File: config.mk
export PLATFORM = sky130hd
export DESIGN_NAME = cia_ctrl_irq_flat
export DESIGN_NICKNAME = d
export VERILOG_FILES = /design/src/rtl/cia_ctrl_irq_if.sv /design/src/rtl/cia_ctrl_irq.sv /design/src/flat_wrapper.sv
export SDC_FILE = /design/constraint.sdc
export NUM_CORES = 1
export LEC_CHECK = 0
export BUFFER_PORTS_ARGS = -buffer_cell sky130_fd_sc_hd__buf_2
export CAP_MARGIN = 30
export CELL_PAD_IN_SITES_DETAIL_PLACEMENT = 1
export CELL_PAD_IN_SITES_GLOBAL_PLACEMENT = 1
export CORE_ASPECT_RATIO = 1.75
export CORE_MARGIN = 1
export CORE_UTILIZATION = 42
export CTS_BUF_LIST = sky130_fd_sc_hd__clkbuf_4
export DETAILED_ROUTE_END_ITERATION = 10
export HOLD_SLACK_MARGIN = 0.02
export PLACE_DENSITY_LB_ADDON = 0.1
export SLEW_MARGIN = 20
export SYNTH_ARGS = -nofsm -noshare
export SYNTH_HDL_FRONTEND = slang
export SYNTH_SLANG_ARGS = --single-unit
export TNS_END_PERCENT = 10
File: constraint.sdc
create_clock -name i_clk -period 3.8 [get_ports i_clk]
set_input_delay 0.19 -clock i_clk [delete_from_list [all_inputs] [get_ports i_clk]]
set_output_delay 0.19 -clock i_clk [all_outputs]
set_load 0.02 [all_outputs]
File: src/rtl/cia_ctrl_irq_if.sv
// Register bus between the CIA address decoder and the control/interrupt block.
// The master drives strobes, address and write data. The slave returns read data.
interface cia_ctrl_irq_if;
   logic       rd;
   logic       we;
   logic [3:0] addr;
   logic [7:0] data;
   logic [7:0] dout;

   modport master (
      output rd,
      output we,
      output addr,
      output data,
      input  dout
   );

   modport slave (
      input  rd,
      input  we,
      input  addr,
      input  data,
      output dout
   );
endinterface

File: src/rtl/cia_ctrl_irq.sv
// 6526/8521 CIA control and interrupt block: CRA/CRB/ICR registers, CNT/FLAG edge
// detection, timer count/load strobes and the /IRQ level. All state advances on i_phi2_dn.
module cia_ctrl_irq (
   input  logic             i_clk,
   input  logic             i_res,
   cia_ctrl_irq_if.slave    bus_if,
   input  logic             i_model,
   input  logic             i_phi2_dn,
   input  logic             i_cnt,
   input  logic             i_flag_n,
   input  logic [3:0]       i_sources,
   input  logic             i_ta_ufl,
   input  logic             i_tb_ufl,
   output logic             o_irq_n,
   output logic             o_cnt_up,
   output logic             o_ta_count,
   output logic             o_tb_count,
   output logic             o_ta_load,
   output logic             o_tb_load,
   output logic             o_ta_oneshot,
   output logic             o_ta_outmode,
   output logic             o_ta_pbon,
   output logic             o_tb_oneshot,
   output logic             o_tb_outmode,
   output logic             o_tb_pbon,
   output logic             o_spmode,
   output logic             o_todin,
   output logic             o_alarm
);

   localparam logic [3:0] AddrIcr = 4'hD;
   localparam logic [3:0] AddrCra = 4'hE;
   localparam logic [3:0] AddrCrb = 4'hF;

   logic       r_cnt_prev;
   logic       r_flag_prev;
   logic [7:0] r_cra;
   logic [7:0] r_crb;
   logic [4:0] r_mask;
   logic [4:0] r_flags;
   logic       r_ir;
   logic       r_pend;

   logic       w_cnt_up;
   logic       w_flag_int;
   logic       w_wr_icr;
   logic       w_wr_cra;
   logic       w_wr_crb;
   logic       w_rd_icr;
   logic [7:0] w_cra_d;
   logic [7:0] w_crb_d;
   logic [4:0] w_mask_d;
   logic [4:0] w_flags_d;
   logic       w_pend_d;
   logic       w_ir_d;
   logic       w_tb_src;

   // Edge pulses are suppressed while reset is held, regardless of pin levels.
   assign w_cnt_up   = i_phi2_dn & ~r_cnt_prev & i_cnt & ~i_res;
   assign w_flag_int = i_phi2_dn & r_flag_prev & ~i_flag_n & ~i_res;

   assign w_wr_icr = bus_if.we & (bus_if.addr == AddrIcr);
   assign w_wr_cra = bus_if.we & (bus_if.addr == AddrCra);
   assign w_wr_crb = bus_if.we & (bus_if.addr == AddrCrb);
   assign w_rd_icr = bus_if.rd & (bus_if.addr == AddrIcr);

   always_comb begin
      w_cra_d = r_cra;
      if (w_wr_cra) begin
         w_cra_d = {bus_if.data[7:5], 1'b0, bus_if.data[3:0]};
      end else if (i_ta_ufl & r_cra[3]) begin
         w_cra_d[0] = 1'b0;
      end

      w_crb_d = r_crb;
      if (w_wr_crb) begin
         w_crb_d = {bus_if.data[7:5], 1'b0, bus_if.data[3:0]};
      end else if (i_tb_ufl & r_crb[3]) begin
         w_crb_d[0] = 1'b0;
      end

      w_mask_d = r_mask;
      if (w_wr_icr) begin
         if (bus_if.data[7]) begin
            w_mask_d = r_mask | bus_if.data[4:0];
         end else begin
            w_mask_d = r_mask & ~bus_if.data[4:0];
         end
      end

      // A source pulse coinciding with the ICR read survives the clear.
      w_flags_d = (w_rd_icr ? 5'b00000 : r_flags) | {w_flag_int, i_sources};
      w_pend_d  = |(w_flags_d & w_mask_d);

      // 8521 raises IR on the pending cycle itself; 6526 one PHI2 cycle later.
      w_ir_d = r_ir & ~w_rd_icr;
      if (i_model ? w_pend_d : (r_pend & ~w_rd_icr)) begin
         w_ir_d = 1'b1;
      end
   end

   always_ff @(posedge i_clk or posedge i_res) begin
      if (i_res) begin
         r_cnt_prev  <= 1'b1;
         r_flag_prev <= 1'b1;
         r_cra       <= 8'h00;
         r_crb       <= 8'h00;
         r_mask      <= 5'h00;
         r_flags     <= 5'h00;
         r_ir        <= 1'b0;
         r_pend      <= 1'b0;
      end else if (i_phi2_dn) begin
         r_cnt_prev  <= i_cnt;
         r_flag_prev <= i_flag_n;
         r_cra       <= w_cra_d;
         r_crb       <= w_crb_d;
         r_mask      <= w_mask_d;
         r_flags     <= w_flags_d;
         r_ir        <= w_ir_d;
         r_pend      <= w_pend_d;
      end
   end

   always_comb begin
      w_tb_src = 1'b1;
      unique case (r_crb[6:5])
         2'b00: w_tb_src = 1'b1;
         2'b01: w_tb_src = w_cnt_up;
         2'b10: w_tb_src = i_ta_ufl;
         2'b11: w_tb_src = i_ta_ufl & i_cnt;
      endcase
   end

   assign o_ta_count = r_cra[0] & (r_cra[5] ? w_cnt_up : 1'b1);
   assign o_tb_count = r_crb[0] & w_tb_src;
   assign o_ta_load  = w_wr_cra & bus_if.data[4];
   assign o_tb_load  = w_wr_crb & bus_if.data[4];

   assign o_ta_pbon    = r_cra[1];
   assign o_ta_outmode = r_cra[2];
   assign o_ta_oneshot = r_cra[3];
   assign o_spmode     = r_cra[6];
   assign o_todin      = r_cra[7];
   assign o_tb_pbon    = r_crb[1];
   assign o_tb_outmode = r_crb[2];
   assign o_tb_oneshot = r_crb[3];
   assign o_alarm      = r_crb[7];

   assign o_irq_n  = ~r_ir;
   assign o_cnt_up = w_cnt_up;

   always_comb begin
      bus_if.dout = 8'h00;
      case (bus_if.addr)
         AddrIcr: bus_if.dout = {r_ir, 2'b00, r_flags};
         AddrCra: bus_if.dout = r_cra & 8'hEF;
         AddrCrb: bus_if.dout = r_crb & 8'hEF;
         default: bus_if.dout = 8'h00;
      endcase
   end

endmodule

File: src/flat_wrapper.sv
// flat-port wrapper written by rule: the top's interface ports become plain ports
module cia_ctrl_irq_flat 
  (i_clk, i_res, i_model, i_phi2_dn, i_cnt, i_flag_n, i_sources, i_ta_ufl, i_tb_ufl, o_irq_n, o_cnt_up, o_ta_count, o_tb_count, o_ta_load, o_tb_load, o_ta_oneshot, o_ta_outmode, o_ta_pbon, o_tb_oneshot, o_tb_outmode, o_tb_pbon, o_spmode, o_todin, o_alarm, bus_if_rd, bus_if_we, bus_if_addr, bus_if_data, bus_if_dout);
  cia_ctrl_irq_if bus_if_i ();
  input  logic i_clk;
  input  logic i_res;
  input  logic i_model;
  input  logic i_phi2_dn;
  input  logic i_cnt;
  input  logic i_flag_n;
  input  logic [3:0] i_sources;
  input  logic i_ta_ufl;
  input  logic i_tb_ufl;
  output logic o_irq_n;
  output logic o_cnt_up;
  output logic o_ta_count;
  output logic o_tb_count;
  output logic o_ta_load;
  output logic o_tb_load;
  output logic o_ta_oneshot;
  output logic o_ta_outmode;
  output logic o_ta_pbon;
  output logic o_tb_oneshot;
  output logic o_tb_outmode;
  output logic o_tb_pbon;
  output logic o_spmode;
  output logic o_todin;
  output logic o_alarm;
  input wire logic [$bits(bus_if_i.rd)-1:0] bus_if_rd;
  input wire logic [$bits(bus_if_i.we)-1:0] bus_if_we;
  input wire logic [$bits(bus_if_i.addr)-1:0] bus_if_addr;
  input wire logic [$bits(bus_if_i.data)-1:0] bus_if_data;
  output wire logic [$bits(bus_if_i.dout)-1:0] bus_if_dout;
  assign bus_if_i.rd = bus_if_rd;
  assign bus_if_i.we = bus_if_we;
  assign bus_if_i.addr = bus_if_addr;
  assign bus_if_i.data = bus_if_data;
  assign bus_if_dout = bus_if_i.dout;
  cia_ctrl_irq u_core (.i_clk(i_clk), .i_res(i_res), .bus_if(bus_if_i), .i_model(i_model), .i_phi2_dn(i_phi2_dn), .i_cnt(i_cnt), .i_flag_n(i_flag_n), .i_sources(i_sources), .i_ta_ufl(i_ta_ufl), .i_tb_ufl(i_tb_ufl), .o_irq_n(o_irq_n), .o_cnt_up(o_cnt_up), .o_ta_count(o_ta_count), .o_tb_count(o_tb_count), .o_ta_load(o_ta_load), .o_tb_load(o_tb_load), .o_ta_oneshot(o_ta_oneshot), .o_ta_outmode(o_ta_outmode), .o_ta_pbon(o_ta_pbon), .o_tb_oneshot(o_tb_oneshot), .o_tb_outmode(o_tb_outmode), .o_tb_pbon(o_tb_pbon), .o_spmode(o_spmode), .o_todin(o_todin), .o_alarm(o_alarm));
endmodule
### Yosys cells after proc, flatten, opt, wreduce, memory -nomap -nowiden

Cells that the tools add are included.
W data, S select, Z words.

* equal/unequal tests: 6
* multiplexer cells: 12
* bitwise operators: 29
* reductions and logical operators: 8

Operators with widths (count)
* $pmux W8 S3: 1
* $and A1 B1 Y1: 19
* $mux W5: 3
* $eq A4 B4 Y1 const B: 3
* $and A5 B5 Y5: 2
* $or A5 B5 Y5: 2
* $reduce_and A2 Y1: 4
* $mux W1: 7
* $not A1 Y1: 5
* $not A5 Y5: 1
* $reduce_or A5 Y1: 1
* $eq A2 B2 Y1 const B: 2
* $pmux W1 S4: 1
* $reduce_bool A2 Y1: 2
* $eq A2 B1 Y1 const B: 1
* $logic_not A2 Y1: 1

* bits in registers: 28
* bits of input ports: 26
* word-level logic and storage cells: 65

### Logic depth before layout (Yosys ltp)

* depth after elaboration: 8
* gate-level depth with buffers: 7
* depth with buffers taken out: 5

### Worst setup path before layout

No wires, ideal clock.

* path kind: input-to-output
* start point: input port i_res
* end point: output port o_ta_count
* arrival: 1.601 ns
* data required time: 3.610 ns
* path slack: 2.009 ns
* stages on the path: 3
* buffers on the path: 0
* cell sequence: inv_1 -> nand4_1 -> a21boi_0

* longest elaborated chain between the ends: 4

RTL lines
* start, declared: line flat_wrapper.sv:6 `input logic i_res;`
* $not A1 Y1: line cia_ctrl_irq.sv:59 `assign w_cnt_up = i_phi2_dn & ~r_cnt_prev & i_cnt & ~i_res;`
* $and A1 B1 Y1: line cia_ctrl_irq.sv:59
* $mux W1: line cia_ctrl_irq.sv:134 `assign o_ta_count = r_cra[0] & (r_cra[5] ? w_cnt_up : 1'b1);`
* $and A1 B1 Y1: line cia_ctrl_irq.sv:134
* end, declared: line flat_wrapper.sv:16 `output logic o_ta_count;`

No other way between the ends.

### Worst setup path after layout

* start point: input port i_res
* end point: output port o_tb_count

* longest elaborated chain between the ends: 4

RTL lines
* $not A1 Y1: line cia_ctrl_irq.sv:59
* $and A1 B1 Y1: line cia_ctrl_irq.sv:59
* $pmux W1 S4: line cia_ctrl_irq.sv:126 `unique case (r_crb[6:5])`
* $and A1 B1 Y1: line cia_ctrl_irq.sv:135 `assign o_tb_count = r_crb[0] & w_tb_src;`
* end, declared: line flat_wrapper.sv:17 `output logic o_tb_count;`

No other way between the ends.

==> flow_summary.json <==
{
  "grt.overflow.total": 0,
  "worst_slew_pin_slew_ps": 490.8,
  "max_cap_violations": 0,
  "vdd_ir_drop_max_uv": 257.6,
  "clock-sinks": 28,
  "yosys.cell_types.count": 37,
  "timing.critical_path.arrival_ps": 1950,
  "mean_cell_area_of_the_mapped_netlist_um2": 9.633,
  "met3_usage": 0.02826,
  "syn-cell-area_mm2": 0.001570,
  "gr-usage-met1": 0.3039,
  "placedInstanceArea_mm2": 0.001834,
  "hold_ws_ps": 91.79,
  "grt_first_pass_wirelength_um": 7203,
  "track_usage": 0.2498,
  "vias_per_cell": 5.648,
  "final_util": 0.5207,
  "drt_drc_violations_left": 0,
  "synth_sequential_area_ratio": 0.4478,
  "synth-async-reset-ratio": 1.000,
  "setup.worst_path.start_class": "input port",
  "drt.antenna.violating_nets": 0,
  "first_pass_iters": 4,
  "post_route_cells_drive_above_1_share": 0.3714,
  "placed_cells_incl_taps": 251,
  "place_congestion": 0.8647,
  "io-pin-count": 49,
  "filler_cell_count": 448,
  "status": "completed",
  "die_footprint_mm2": 0.003997,
  "cts_buffer_depth": 2,
  "drt-total-wl_um": 4545,
  "setup_tns_ps": 0,
  "chip_width_um": 48.22,
  "finalCriticalPeriod_ps": 2141,
  "critical_path_required_ps": 3610,
  "share_of_the_clock_period_used_by_the_worst_path_after_layout": 0.5633,
  "postSynthNetCount": 189,
  "synth-main-ff-cell": "sky130_fd_sc_hd__dfrtp_1",
  "hpwlAfterDp_um": 3597,
  "instances_no_fill": 256,
  "worst-path-max-fanout": 29,
  "detailroute.via_count": 1446,
  "cts_buffers": 3,
  "unrepaired_setup_endpoints_after_global_routing": "no",
  "final_nets": 237,
  "grt_max_degree": 30,
  "core_area_mm2": 0.003592,
  "global_route.peak_usage_layer": "met2",
  "max_freq_ghz": 0.4672,
  "first_global_vias": 1511,
  "dieHeight_um": 82.89,
  "cts_tree": "yes",
  "initial_core_utilization": 0.4371,
  "hold_path.class": "input port to register",
  "synth_enable_flop_cells": 0,
  "number_of_port_buffers": 48,
  "flow.area_growth_from_synthesis_pct": 19.12,
  "hold_viol_final": 0,
  "setup-violations-final": 0,
  "max-slew-margin-rel": 0.6708,
  "finalInstanceArea_mm2": 0.001871,
  "yosys_warnings": 0,
  "synthCells": 163,
  "cts.reportedPaths.clkPinSlew_ps": 150,
  "global_route.usage.met2": 0.4218,
  "post_cts_buffers": 0,
  "path_class": "input port to output pin",
  "cts_root_buf": "sky130_fd_sc_hd__clkbuf_4",
  "powerDensity_mw_per_mm2": 396.0,
  "max_h_tree_level": 1,
  "maximum_clock_skew_at_final_layout_ps": 5.052,
  "antenna-diode-count": 0,
  "first_iter_violations": 43,
  "grt_antenna_before_repair": 0,
  "ys_seq_elements": 28,
  "num_rows": 29,
  "setup.worst_path.end_class": "output pin",
  "maxSlewViolCount": 0,
  "routedWlPerCell_um": 17.75,
  "static-leakage-power_nw": 0.9114,
  "clock_insertion_delay_worst_skew_ps": 330
}
==> worst paths after layout <==
kind | start | to | slack (ps) | cells past startpoint
max | i_res | o_tb_count | 1660 | 9
min | bus_if_data[6] | u_core.r_crb[6] | 90 | 3
max reg2reg | u_core.r_flag_prev | u_core.r_pend | 2380 | 4
min reg2reg | u_core.r_cnt_prev | u_core.r_cnt_prev | 510 | 2
max in group asynchronous | i_res | u_core.r_cnt_prev | 3020 | 4
min in group asynchronous | i_res | u_core.r_flags[4] | 470 | 4
==> stage by stage <==
step,power [mW],worst slack [ps]
finish,0.7407,1659
floorplan,0.5311,2009
global placement,0.6099,1990
CTS,0.7477,1645
global route,0.7887,1406
detailed placement,0.6204,1913
==> layout make-up <==
cell class	count	area, um^2	share of cell area
sequential	28	703.2	0.3759
clock buffer	3	22.52	0.01204
clock inverter	1	3.754	0.002007
inverter	11	41.29	0.02207
timing repair buffer	50	257.7	0.1378
multi-input combinational	117	784.5	0.4194
tap	46	57.56	0.03077
==> cells in the final DEF (no fill, tap or decap), types with 2 or more instances in the layout <==
cell type,count
sky130_fd_sc_hd__a211oi_1,2
sky130_fd_sc_hd__a21o_1,4
sky130_fd_sc_hd__a21oi_1,2
sky130_fd_sc_hd__a22o_1,2
sky130_fd_sc_hd__a22oi_1,5
sky130_fd_sc_hd__a41oi_1,2
sky130_fd_sc_hd__and2_1,2
sky130_fd_sc_hd__and2b_1,2
sky130_fd_sc_hd__buf_2,48
sky130_fd_sc_hd__clkbuf_4,3
sky130_fd_sc_hd__dfrtp_1,26
sky130_fd_sc_hd__dfstp_2,2
sky130_fd_sc_hd__inv_1,11
sky130_fd_sc_hd__mux2_1,2
sky130_fd_sc_hd__mux2_2,18
sky130_fd_sc_hd__nand2_1,22
sky130_fd_sc_hd__nand3_1,6
sky130_fd_sc_hd__nand4_1,3
sky130_fd_sc_hd__nor2_1,10
sky130_fd_sc_hd__nor2_2,3
sky130_fd_sc_hd__nor4_1,2
sky130_fd_sc_hd__o21ai_0,17
==> logic make-up (layout without fill, tap and decap cells) <==
logic type	Yosys count	in the layout	share of synthesized area
compound gates	40	40	0.1673
mux	21	21	0.1530
buf+inv	18	65	0.05259
flops	28	28	0.4478
simple gates	56	56	0.1793
==> metal layers <==
| metal | vias up | routed length [um] |
|---|---|---|
| met5 | - | 0 |
| met4 | 0 | 111 |
| met3 | 10 | 145 |
| met2 | 50 | 2541 |
| met1 | 710 | 1747 |
| li1 | 676 | - |
==> cells in the mapped netlist (2+ instances only) <==
master	number	area share
sky130_fd_sc_hd__dfrtp_1	26	0.41
sky130_fd_sc_hd__o21ai_0	17	0.054
sky130_fd_sc_hd__nand4_1	3	0.012
sky130_fd_sc_hd__nand3_1	6	0.019
sky130_fd_sc_hd__nor4_1	2	0.0080
sky130_fd_sc_hd__a21oi_1	2	0.0064
sky130_fd_sc_hd__a22oi_1	5	0.024
sky130_fd_sc_hd__a211oi_1	2	0.0096
sky130_fd_sc_hd__a21o_1	4	0.019
sky130_fd_sc_hd__buf_2	3	0.0096
sky130_fd_sc_hd__inv_1	11	0.026
sky130_fd_sc_hd__a22o_1	2	0.011
sky130_fd_sc_hd__mux2_2	18	0.13
sky130_fd_sc_hd__nor2_1	10	0.024
sky130_fd_sc_hd__and2_1	2	0.0080
sky130_fd_sc_hd__a41oi_1	2	0.011
sky130_fd_sc_hd__mux2_1	2	0.014
sky130_fd_sc_hd__nor2_2	3	0.012
sky130_fd_sc_hd__and2b_1	2	0.0096
sky130_fd_sc_hd__nand2_1	22	0.053
sky130_fd_sc_hd__dfstp_2	2	0.033
sky130_fd_sc_hd__clkbuf_1	2	0.0048
==> power by group <==
group,switching [mW],internal (mW),leakage (nW)
combinational,0.130,0.0932,0.562
sequential,0.0413,0.349,0.335
clock,0.0883,0.0385,0.0154
total,0.260,0.481,0.911
==> sequential cells by signal (all words and copies together) (netlist names) <==
signal              count
u_core.r_flags          5
u_core.r_mask           5
u_core.r_crb            7
u_core.r_cnt_prev       1
u_core.r_cra            7
u_core.r_flag_prev      1
u_core.r_pend           1
u_core.r_ir             1
==> repair_timing <==
action                    4_1_cts  5_1_grt
hold buffers                    1        0
resized for setup               0        0
hold endpoints to repair       26        0
==> worst max-delay path, cell delays in order <==
cell                            delay, ps
sky130_fd_sc_hd__dlygate4sd3_1        540
sky130_fd_sc_hd__buf_2                130
sky130_fd_sc_hd__inv_1                 40
sky130_fd_sc_hd__buf_4                340
sky130_fd_sc_hd__nand4_1              210
sky130_fd_sc_hd__nand2_1              100
sky130_fd_sc_hd__o21ai_0               80
sky130_fd_sc_hd__a21oi_1              140
sky130_fd_sc_hd__buf_2                170
No activity file was read; power rests on OpenSTA's default activity.
